==> src/rtl/pa_mips_pkg.sv <==
// Shared types and widths for the commit stage and its store buffer.
// Latency: none; declarations only.
// Backpressure: none; declarations only.
package pa_mips_pkg;

    localparam int REG_W = 5;
    localparam int XLEN  = 32;

    // One store-buffer slot: the word address/data pair of a committed store.
    typedef struct packed {
        logic            valid;
        logic [XLEN-1:0] addr;
        logic [XLEN-1:0] data;
    } sb_entry_t;

endpackage

==> src/rtl/commit_store_buffer_if.sv <==
// Bundle of ROB retire, register-file write, memory drain and load-probe signals.
// Latency: none; wiring only.
// Backpressure: commit_stall toward the ROB, mem_req/mem_ack toward memory.
interface commit_store_buffer_if;
    import pa_mips_pkg::*;

    // ROB retire port
    logic             rob_we;
    logic             rob_store;
    logic [REG_W-1:0] rob_rd;
    logic [XLEN-1:0]  rob_val;
    logic [XLEN-1:0]  rob_addr;
    logic             commit_stall;

    // Register-file write port
    logic             rf_we;
    logic [REG_W-1:0] rf_rd;
    logic [XLEN-1:0]  rf_val;

    // Data-memory drain port
    logic             mem_req;
    logic [XLEN-1:0]  mem_addr;
    logic [XLEN-1:0]  mem_wdata;
    logic             mem_ack;

    // Load-unit forwarding probe and buffer status
    logic [XLEN-1:0]  ld_addr;
    logic             ld_hit;
    logic [XLEN-1:0]  ld_data;
    logic             sb_empty;

    // Commit-stage view
    modport slave (
        input  rob_we, rob_store, rob_rd, rob_val, rob_addr, mem_ack, ld_addr,
        output commit_stall, rf_we, rf_rd, rf_val, mem_req, mem_addr, mem_wdata,
               ld_hit, ld_data, sb_empty
    );

    // Surrounding pipeline / memory view
    modport master (
        output rob_we, rob_store, rob_rd, rob_val, rob_addr, mem_ack, ld_addr,
        input  commit_stall, rf_we, rf_rd, rf_val, mem_req, mem_addr, mem_wdata,
               ld_hit, ld_data, sb_empty
    );

endinterface

==> src/rtl/sb_forward.sv <==
// Youngest-match word search of the store buffer for a load address.
// Latency: purely combinational.
// Backpressure: none; answers every probe in the same cycle.
module sb_forward
    import pa_mips_pkg::*;
#(
    parameter int DEPTH = 4,
    parameter int PTR_W = $clog2(DEPTH)
) (
    input  sb_entry_t        entries [DEPTH],
    input  logic [PTR_W-1:0] head,
    input  logic [XLEN-1:0]  ld_addr,
    output logic             ld_hit,
    output logic [XLEN-1:0]  ld_data
);

    // Byte offset is ignored: a word hit forwards the whole stored word.
    localparam logic [XLEN-1:0] WORD_MASK = ~XLEN'(3);

    logic [PTR_W-1:0] idx;

    // Walk oldest to youngest from head so the last (youngest) hit overrides.
    always_comb begin
        ld_hit  = 1'b0;
        ld_data = '0;
        idx     = head;
        for (int i = 0; i < DEPTH; i++) begin
            idx = head + PTR_W'(i);
            if (entries[idx].valid &&
                ((entries[idx].addr & WORD_MASK) == (ld_addr & WORD_MASK))) begin
                ld_hit  = 1'b1;
                ld_data = entries[idx].data;
            end
        end
    end

endmodule

==> src/rtl/commit_store_buffer.sv <==
// Retires ROB head: registered RF write, committed stores queued and drained to memory.
// Latency: RF write 1 cycle; a store reaches mem_req 2 cycles after commit into an idle buffer.
// Backpressure: commit_stall while full (no same-cycle pop credit); mem_req held until mem_ack.
module commit_store_buffer
    import pa_mips_pkg::*;
#(
    parameter int DEPTH = 4,   // power of two, >= 2
    parameter int PTR_W = $clog2(DEPTH)
) (
    input logic                   clk,
    input logic                   rst,
    commit_store_buffer_if.slave  bus
);

    sb_entry_t        entries [DEPTH];
    logic [PTR_W-1:0] head;
    logic [PTR_W-1:0] tail;
    logic [PTR_W-1:0] head_nxt;
    logic [PTR_W:0]   count;
    logic             full;
    logic             push;
    logic             pop;

    logic             rf_we_q;
    logic [REG_W-1:0] rf_rd_q;
    logic [XLEN-1:0]  rf_val_q;
    logic             mem_req_q;
    logic [XLEN-1:0]  mem_addr_q;
    logic [XLEN-1:0]  mem_wdata_q;

    // Full is judged on current occupancy only, so an ack this cycle does not free a slot.
    assign full     = (count == (PTR_W+1)'(DEPTH));
    assign push     = bus.rob_we && bus.rob_store && !full;
    assign pop      = mem_req_q && bus.mem_ack;
    assign head_nxt = head + PTR_W'(1);

    assign bus.commit_stall = bus.rob_we && bus.rob_store && full;
    assign bus.sb_empty     = (count == '0);
    assign bus.rf_we        = rf_we_q;
    assign bus.rf_rd        = rf_rd_q;
    assign bus.rf_val       = rf_val_q;
    assign bus.mem_req      = mem_req_q;
    assign bus.mem_addr     = mem_addr_q;
    assign bus.mem_wdata    = mem_wdata_q;

    // Register results: one-cycle write pulse; writes to r0 are suppressed.
    always_ff @(posedge clk or posedge rst) begin
        if (rst) begin
            rf_we_q  <= 1'b0;
            rf_rd_q  <= '0;
            rf_val_q <= '0;
        end else begin
            rf_we_q <= bus.rob_we && !bus.rob_store && (bus.rob_rd != '0);
            if (bus.rob_we && !bus.rob_store) begin
                rf_rd_q  <= bus.rob_rd;
                rf_val_q <= bus.rob_val;
            end
        end
    end

    // Entry array: fill at tail on commit, retire head on memory ack.
    always_ff @(posedge clk or posedge rst) begin
        if (rst) begin
            for (int i = 0; i < DEPTH; i++) begin
                entries[i] <= '0;
            end
        end else begin
            if (push) begin
                entries[tail] <= '{valid: 1'b1, addr: bus.rob_addr, data: bus.rob_val};
            end
            if (pop) begin
                entries[head].valid <= 1'b0;
            end
        end
    end

    // Pointers wrap modulo DEPTH; occupancy is tracked separately to tell full from empty.
    always_ff @(posedge clk or posedge rst) begin
        if (rst) begin
            head  <= '0;
            tail  <= '0;
            count <= '0;
        end else begin
            if (push) begin
                tail <= tail + PTR_W'(1);
            end
            if (pop) begin
                head <= head_nxt;
            end
            case ({push, pop})
                2'b10:   count <= count + (PTR_W+1)'(1);
                2'b01:   count <= count - (PTR_W+1)'(1);
                default: count <= count;
            endcase
        end
    end

    // Drain: request the head, hold until acked, then chain straight to the next entry.
    always_ff @(posedge clk or posedge rst) begin
        if (rst) begin
            mem_req_q   <= 1'b0;
            mem_addr_q  <= '0;
            mem_wdata_q <= '0;
        end else if (!mem_req_q) begin
            if (count != '0) begin
                mem_req_q   <= 1'b1;
                mem_addr_q  <= entries[head].addr;
                mem_wdata_q <= entries[head].data;
            end
        end else if (bus.mem_ack) begin
            if (count > (PTR_W+1)'(1)) begin
                mem_addr_q  <= entries[head_nxt].addr;
                mem_wdata_q <= entries[head_nxt].data;
            end else begin
                mem_req_q <= 1'b0;
            end
        end
    end

    // Load-unit forwarding over the live entries.
    sb_forward #(
        .DEPTH (DEPTH),
        .PTR_W (PTR_W)
    ) u_sb_forward (
        .entries (entries),
        .head    (head),
        .ld_addr (bus.ld_addr),
        .ld_hit  (bus.ld_hit),
        .ld_data (bus.ld_data)
    );

endmodule

==> src/flat_wrapper.sv <==
// flat-port wrapper written by rule: the top's interface ports become plain ports
module commit_store_buffer_flat import pa_mips_pkg::*;
#(
    parameter int DEPTH = 4,                        
    parameter int PTR_W = $clog2(DEPTH)
)
  (clk, rst, bus_rob_we, bus_rob_store, bus_rob_rd, bus_rob_val, bus_rob_addr, bus_mem_ack, bus_ld_addr, bus_commit_stall, bus_rf_we, bus_rf_rd, bus_rf_val, bus_mem_req, bus_mem_addr, bus_mem_wdata, bus_ld_hit, bus_ld_data, bus_sb_empty);
  commit_store_buffer_if bus_i ();
  input logic clk;
  input logic rst;
  input wire logic [$bits(bus_i.rob_we)-1:0] bus_rob_we;
  input wire logic [$bits(bus_i.rob_store)-1:0] bus_rob_store;
  input wire logic [$bits(bus_i.rob_rd)-1:0] bus_rob_rd;
  input wire logic [$bits(bus_i.rob_val)-1:0] bus_rob_val;
  input wire logic [$bits(bus_i.rob_addr)-1:0] bus_rob_addr;
  input wire logic [$bits(bus_i.mem_ack)-1:0] bus_mem_ack;
  input wire logic [$bits(bus_i.ld_addr)-1:0] bus_ld_addr;
  output wire logic [$bits(bus_i.commit_stall)-1:0] bus_commit_stall;
  output wire logic [$bits(bus_i.rf_we)-1:0] bus_rf_we;
  output wire logic [$bits(bus_i.rf_rd)-1:0] bus_rf_rd;
  output wire logic [$bits(bus_i.rf_val)-1:0] bus_rf_val;
  output wire logic [$bits(bus_i.mem_req)-1:0] bus_mem_req;
  output wire logic [$bits(bus_i.mem_addr)-1:0] bus_mem_addr;
  output wire logic [$bits(bus_i.mem_wdata)-1:0] bus_mem_wdata;
  output wire logic [$bits(bus_i.ld_hit)-1:0] bus_ld_hit;
  output wire logic [$bits(bus_i.ld_data)-1:0] bus_ld_data;
  output wire logic [$bits(bus_i.sb_empty)-1:0] bus_sb_empty;
  assign bus_i.rob_we = bus_rob_we;
  assign bus_i.rob_store = bus_rob_store;
  assign bus_i.rob_rd = bus_rob_rd;
  assign bus_i.rob_val = bus_rob_val;
  assign bus_i.rob_addr = bus_rob_addr;
  assign bus_i.mem_ack = bus_mem_ack;
  assign bus_i.ld_addr = bus_ld_addr;
  assign bus_commit_stall = bus_i.commit_stall;
  assign bus_rf_we = bus_i.rf_we;
  assign bus_rf_rd = bus_i.rf_rd;
  assign bus_rf_val = bus_i.rf_val;
  assign bus_mem_req = bus_i.mem_req;
  assign bus_mem_addr = bus_i.mem_addr;
  assign bus_mem_wdata = bus_i.mem_wdata;
  assign bus_ld_hit = bus_i.ld_hit;
  assign bus_ld_data = bus_i.ld_data;
  assign bus_sb_empty = bus_i.sb_empty;
  commit_store_buffer #(.DEPTH(DEPTH), .PTR_W(PTR_W)) u_core (.clk(clk), .rst(rst), .bus(bus_i));
endmodule
==> config.mk <==
export PLATFORM = sky130hd
export DESIGN_NAME = commit_store_buffer_flat
export DESIGN_NICKNAME = d
export VERILOG_FILES = /design/src/rtl/pa_mips_pkg.sv /design/src/rtl/commit_store_buffer_if.sv /design/src/rtl/sb_forward.sv /design/src/rtl/commit_store_buffer.sv /design/src/flat_wrapper.sv
export SDC_FILE = /design/constraint.sdc
export NUM_CORES = 1
export LEC_CHECK = 0
export ABC_AREA = 1
export CAP_MARGIN = 10
export CORE_AREA = 3 3 281 214
export CTS_CLUSTER_SIZE = 12
export DETAILED_ROUTE_END_ITERATION = 16
export DIE_AREA = 0 0 284 217
export PLACE_DENSITY = 0.71
export SETUP_SLACK_MARGIN = 0.2
export SLEW_MARGIN = 0
export SYNTH_ARGS = -nofsm -noshare
export SYNTH_HDL_FRONTEND = slang
export SYNTH_HIERARCHICAL = 1
export SYNTH_SLANG_ARGS = --single-unit
==> constraint.sdc <==
create_clock -name clk -period 19.74 [get_ports clk]
set_clock_uncertainty 0.15 [all_clocks]
set_input_delay 4.935 -clock clk [delete_from_list [all_inputs] [get_ports clk]]
set_output_delay 4.935 -clock clk [all_outputs]
set_load 0.1 [all_outputs]
==> flow_summary.toml <==
[cts]
holdBufCountCts = 0
cts_tree = "done"
htreeDepth = 2
postCtsSetupRepairBufs = 0
clk_latency_ns = 0.58
clock-root-buffer = "clkbuf_16"
clk_pin_slew_worst_paths_ns = 0.06
cts_sinks = 370
post_cts_resized = 0
cts_buffer_depth = 3
cts_buffers = 42

[power_and_ir_drop]
leakagePower_nw = 16.09
p_total_mw = 6.472
ir_drop_mv = 0.1911
powerDensity_mw_per_mm2 = 203.4

[route]
initialDrtViolationCount = 3647
drc = 0
wire_per_inst_um = 17.66
viasPerCell = 5.542
antenna_left = 0
via_count = 30270
first_pass_iters = 6
wl_mm = 96.47

[synthesis]
yosys_warnings = 6
syn-cell-area_sq_mm = 0.02859
synth_xor_area_frac = 0.007046
synthAdderAreaFrac = 0.005251
synth_top_area_share = 0.3238
synthFlopType = "dfrtp_1"
synthSimpleGateAreaFrac = 0.4183
synth_top_family_by_area = "simple AND/OR/NAND/NOR gates"
ys_ff_latch = 370
ys_types = 40
synth_compound_area_frac = 0.1291
async_reset_ff_frac = 1.000
yosysTopAreaCell = "dfrtp_1"
synth_fp_nets = 4774
synth.most_common_cell = "nand2_1"
synth_edf_count = 0
yosys-mux-area-fraction = 0.01120
ys_top_cells_by_area = "dfrtp_1 32%, nand2_1 30%, nand3_1 10%"
synth_common_cells = "2293 x nand2_1, 574 x nand3_1, 448 x o21ai_0"
syn_inst = 4656
synth-seq-area-share = 0.3238
syn_area_per_cell_sq_um = 6.141

[die]
num_rows = 76
io_pins = 244
start_util = 0.4986
die_h_um = 217
core_sq_mm = 0.05734
die_w_um = 284
design.die.area_sq_mm = 0.06163

[worst_setup_path]
crit_type = "input pin to primary output"
critPathLaunchType = "input pin"
reg2reg_from = "u_core/head[1]"
required_ns = 14.66
crit_arrival_ns = 10.15
endpoint_kind = "primary output"
ff2ff_setup_slack_ns = 14.99
r2r_end = "u_core/bus.mem_addr[11]"
reg2reg_depth = 9
path_max_fanout = 34

[global_routing]
track_usage = 0.3067
busiest_layer = "met1"
grt_use_met1 = 0.4639
antenna_found_initial = 1
grt_remaining_overflow = 0
grt_pass1_wl_mm = 152.1
grt_max_degree = 256
grt_pass1_vias = 26730
use_met3 = 0.06618
grt.met2_usage = 0.4419

[layout]
layout.nets = 4772
drive_gt1_frac = 0.04165
syn2layout_area_growth_pct = 11.29
fin_area_sq_mm = 0.03182

[hold_path]
hold_path_depth = 2
hold_start = "u_core/bus.mem_addr[19]"
min_to = "u_core/bus.mem_addr[19]"
hp-class = "flop to flop"

[placed_design]
portBuffers = 241
dp_hpwl_mm = 61.49
place.gp.congestion = 1.007
post_dp_cell_area_sq_mm = 0.03039

[timing]
finalSetupTns_ns = 0
drv_slew = 0
max_freq_mhz = 65.65
slew_headroom = 0.2369
min_period_ns = 15.23
fin_crit_sh = 0.7716
finalHoldViolations = 0
finalSetupViolCount = 0
worst_pin_slew_ns = 1.141
rsz0062_at_grt = "no"

[status]
outcome = "finished, final reports clean"

[run]
drv_cap = 0
==> per-layer routing <==
layer / part of all wire / vias to the layer above
li1: - / 14880
met1: 0.46 / 13860
met2: 0.41 / 1400
met3: 0.11 / 134
met4: 0.022 / 0
met5: 0 / -
==> cells by family after synthesis <==
kind of cell,count (synthesis)
and+or+nand+nor,2959
muxes,32
buffers and inverters,606
adders and majority gates,12
DFF,370
xor gates and xnor gates,23
AOI/OAI and AO/OA,654
==> power breakdown <==
group	switching [mW]	leakage [nW]	internal, mW
clock network	0.334	0.700	0.499
logic	2.94	10.8	1.19
registers	0.421	4.63	1.09
total	3.69	16.1	2.78
==> layout by cell type (no fill, tap or decap), types with 5 or more instances in the layout <==
master / synthesis / layout
clkinv_1: 6 / 6
o21ai_2: 55 / 55
nor2_1: 52 / 52
clkinv_2: 0 / 7
mux2i_1: 32 / 32
inv_1: 266 / 262
nand4_1: 13 / 13
clkbuf_8: 2 / 8
nand3_1: 574 / 574
xor2_1: 21 / 21
nand2_4: 3 / 5
dfrtp_1: 370 / 367
o211ai_1: 65 / 65
bufinv_16: 0 / 6
buf_4: 25 / 30
ha_1: 12 / 11
o21ai_0: 448 / 448
nand2_1: 2293 / 2293
clkbuf_1: 96 / 8
clkbuf_16: 0 / 42
inv_2: 15 / 13
clkdlybuf4s50_1: 0 / 241
o21ai_1: 68 / 67
==> through the flow <==
step,cells,util,setup slack [ns],hold slack [ns]
finish,5463,0.5549,4.509,0.3268
detailed placement,5390,0.5300,4.689,0.3101
global route,5463,0.5549,4.372,0.3497
global placement,5390,0.5300,4.691,0.3094
CTS,5462,0.5549,4.676,0.3293
floorplan,4656,-,4.381,0.3233
==> how the worst max path moves through the flow <==
stage / start / to / depth (start not counted)
after floorplan: rst / async pin / 1
after global placement: bus_ld_addr[3] / bus_ld_data[24] / 16
after detailed placement: bus_ld_addr[3] / bus_ld_data[28] / 16
after CTS: bus_ld_addr[3] / bus_ld_data[28] / 16
after global routing: bus_ld_addr[3] / bus_ld_data[29] / 16
final: bus_ld_addr[3] / bus_ld_data[3] / 16
==> worst max-delay path: stages <==
cell and delay, ns:
clkdlybuf4s50_1 0.66, nand3_1 0.31, nand2_1 0.09, inv_1 0.06, nand2_1 0.05, nor2_1 0.16, nand2_1 0.14, nor2_4 0.11
buf_4 0.45, nand2_2 0.68, nand2_2 0.92, nand2_1 0.14, nand2_1 0.09, nand2_1 0.06, nand2_1 0.12, clkdlybuf4s50_1 1.16
==> final cells by class <==
cell class	instances	area (sq um)
Tap cell	780	975.9
Clock buffer	58	1191
Clock inverter	14	237.7
Multi-Input combinational cell	3680	16370
Antenna cell	1	2.502
Inverter	287	1097
Timing Repair Buffer	273	2678
Fill cell	5700	25520
Sequential cell	370	9268
No activity file was read; power rests on OpenSTA's default activity.
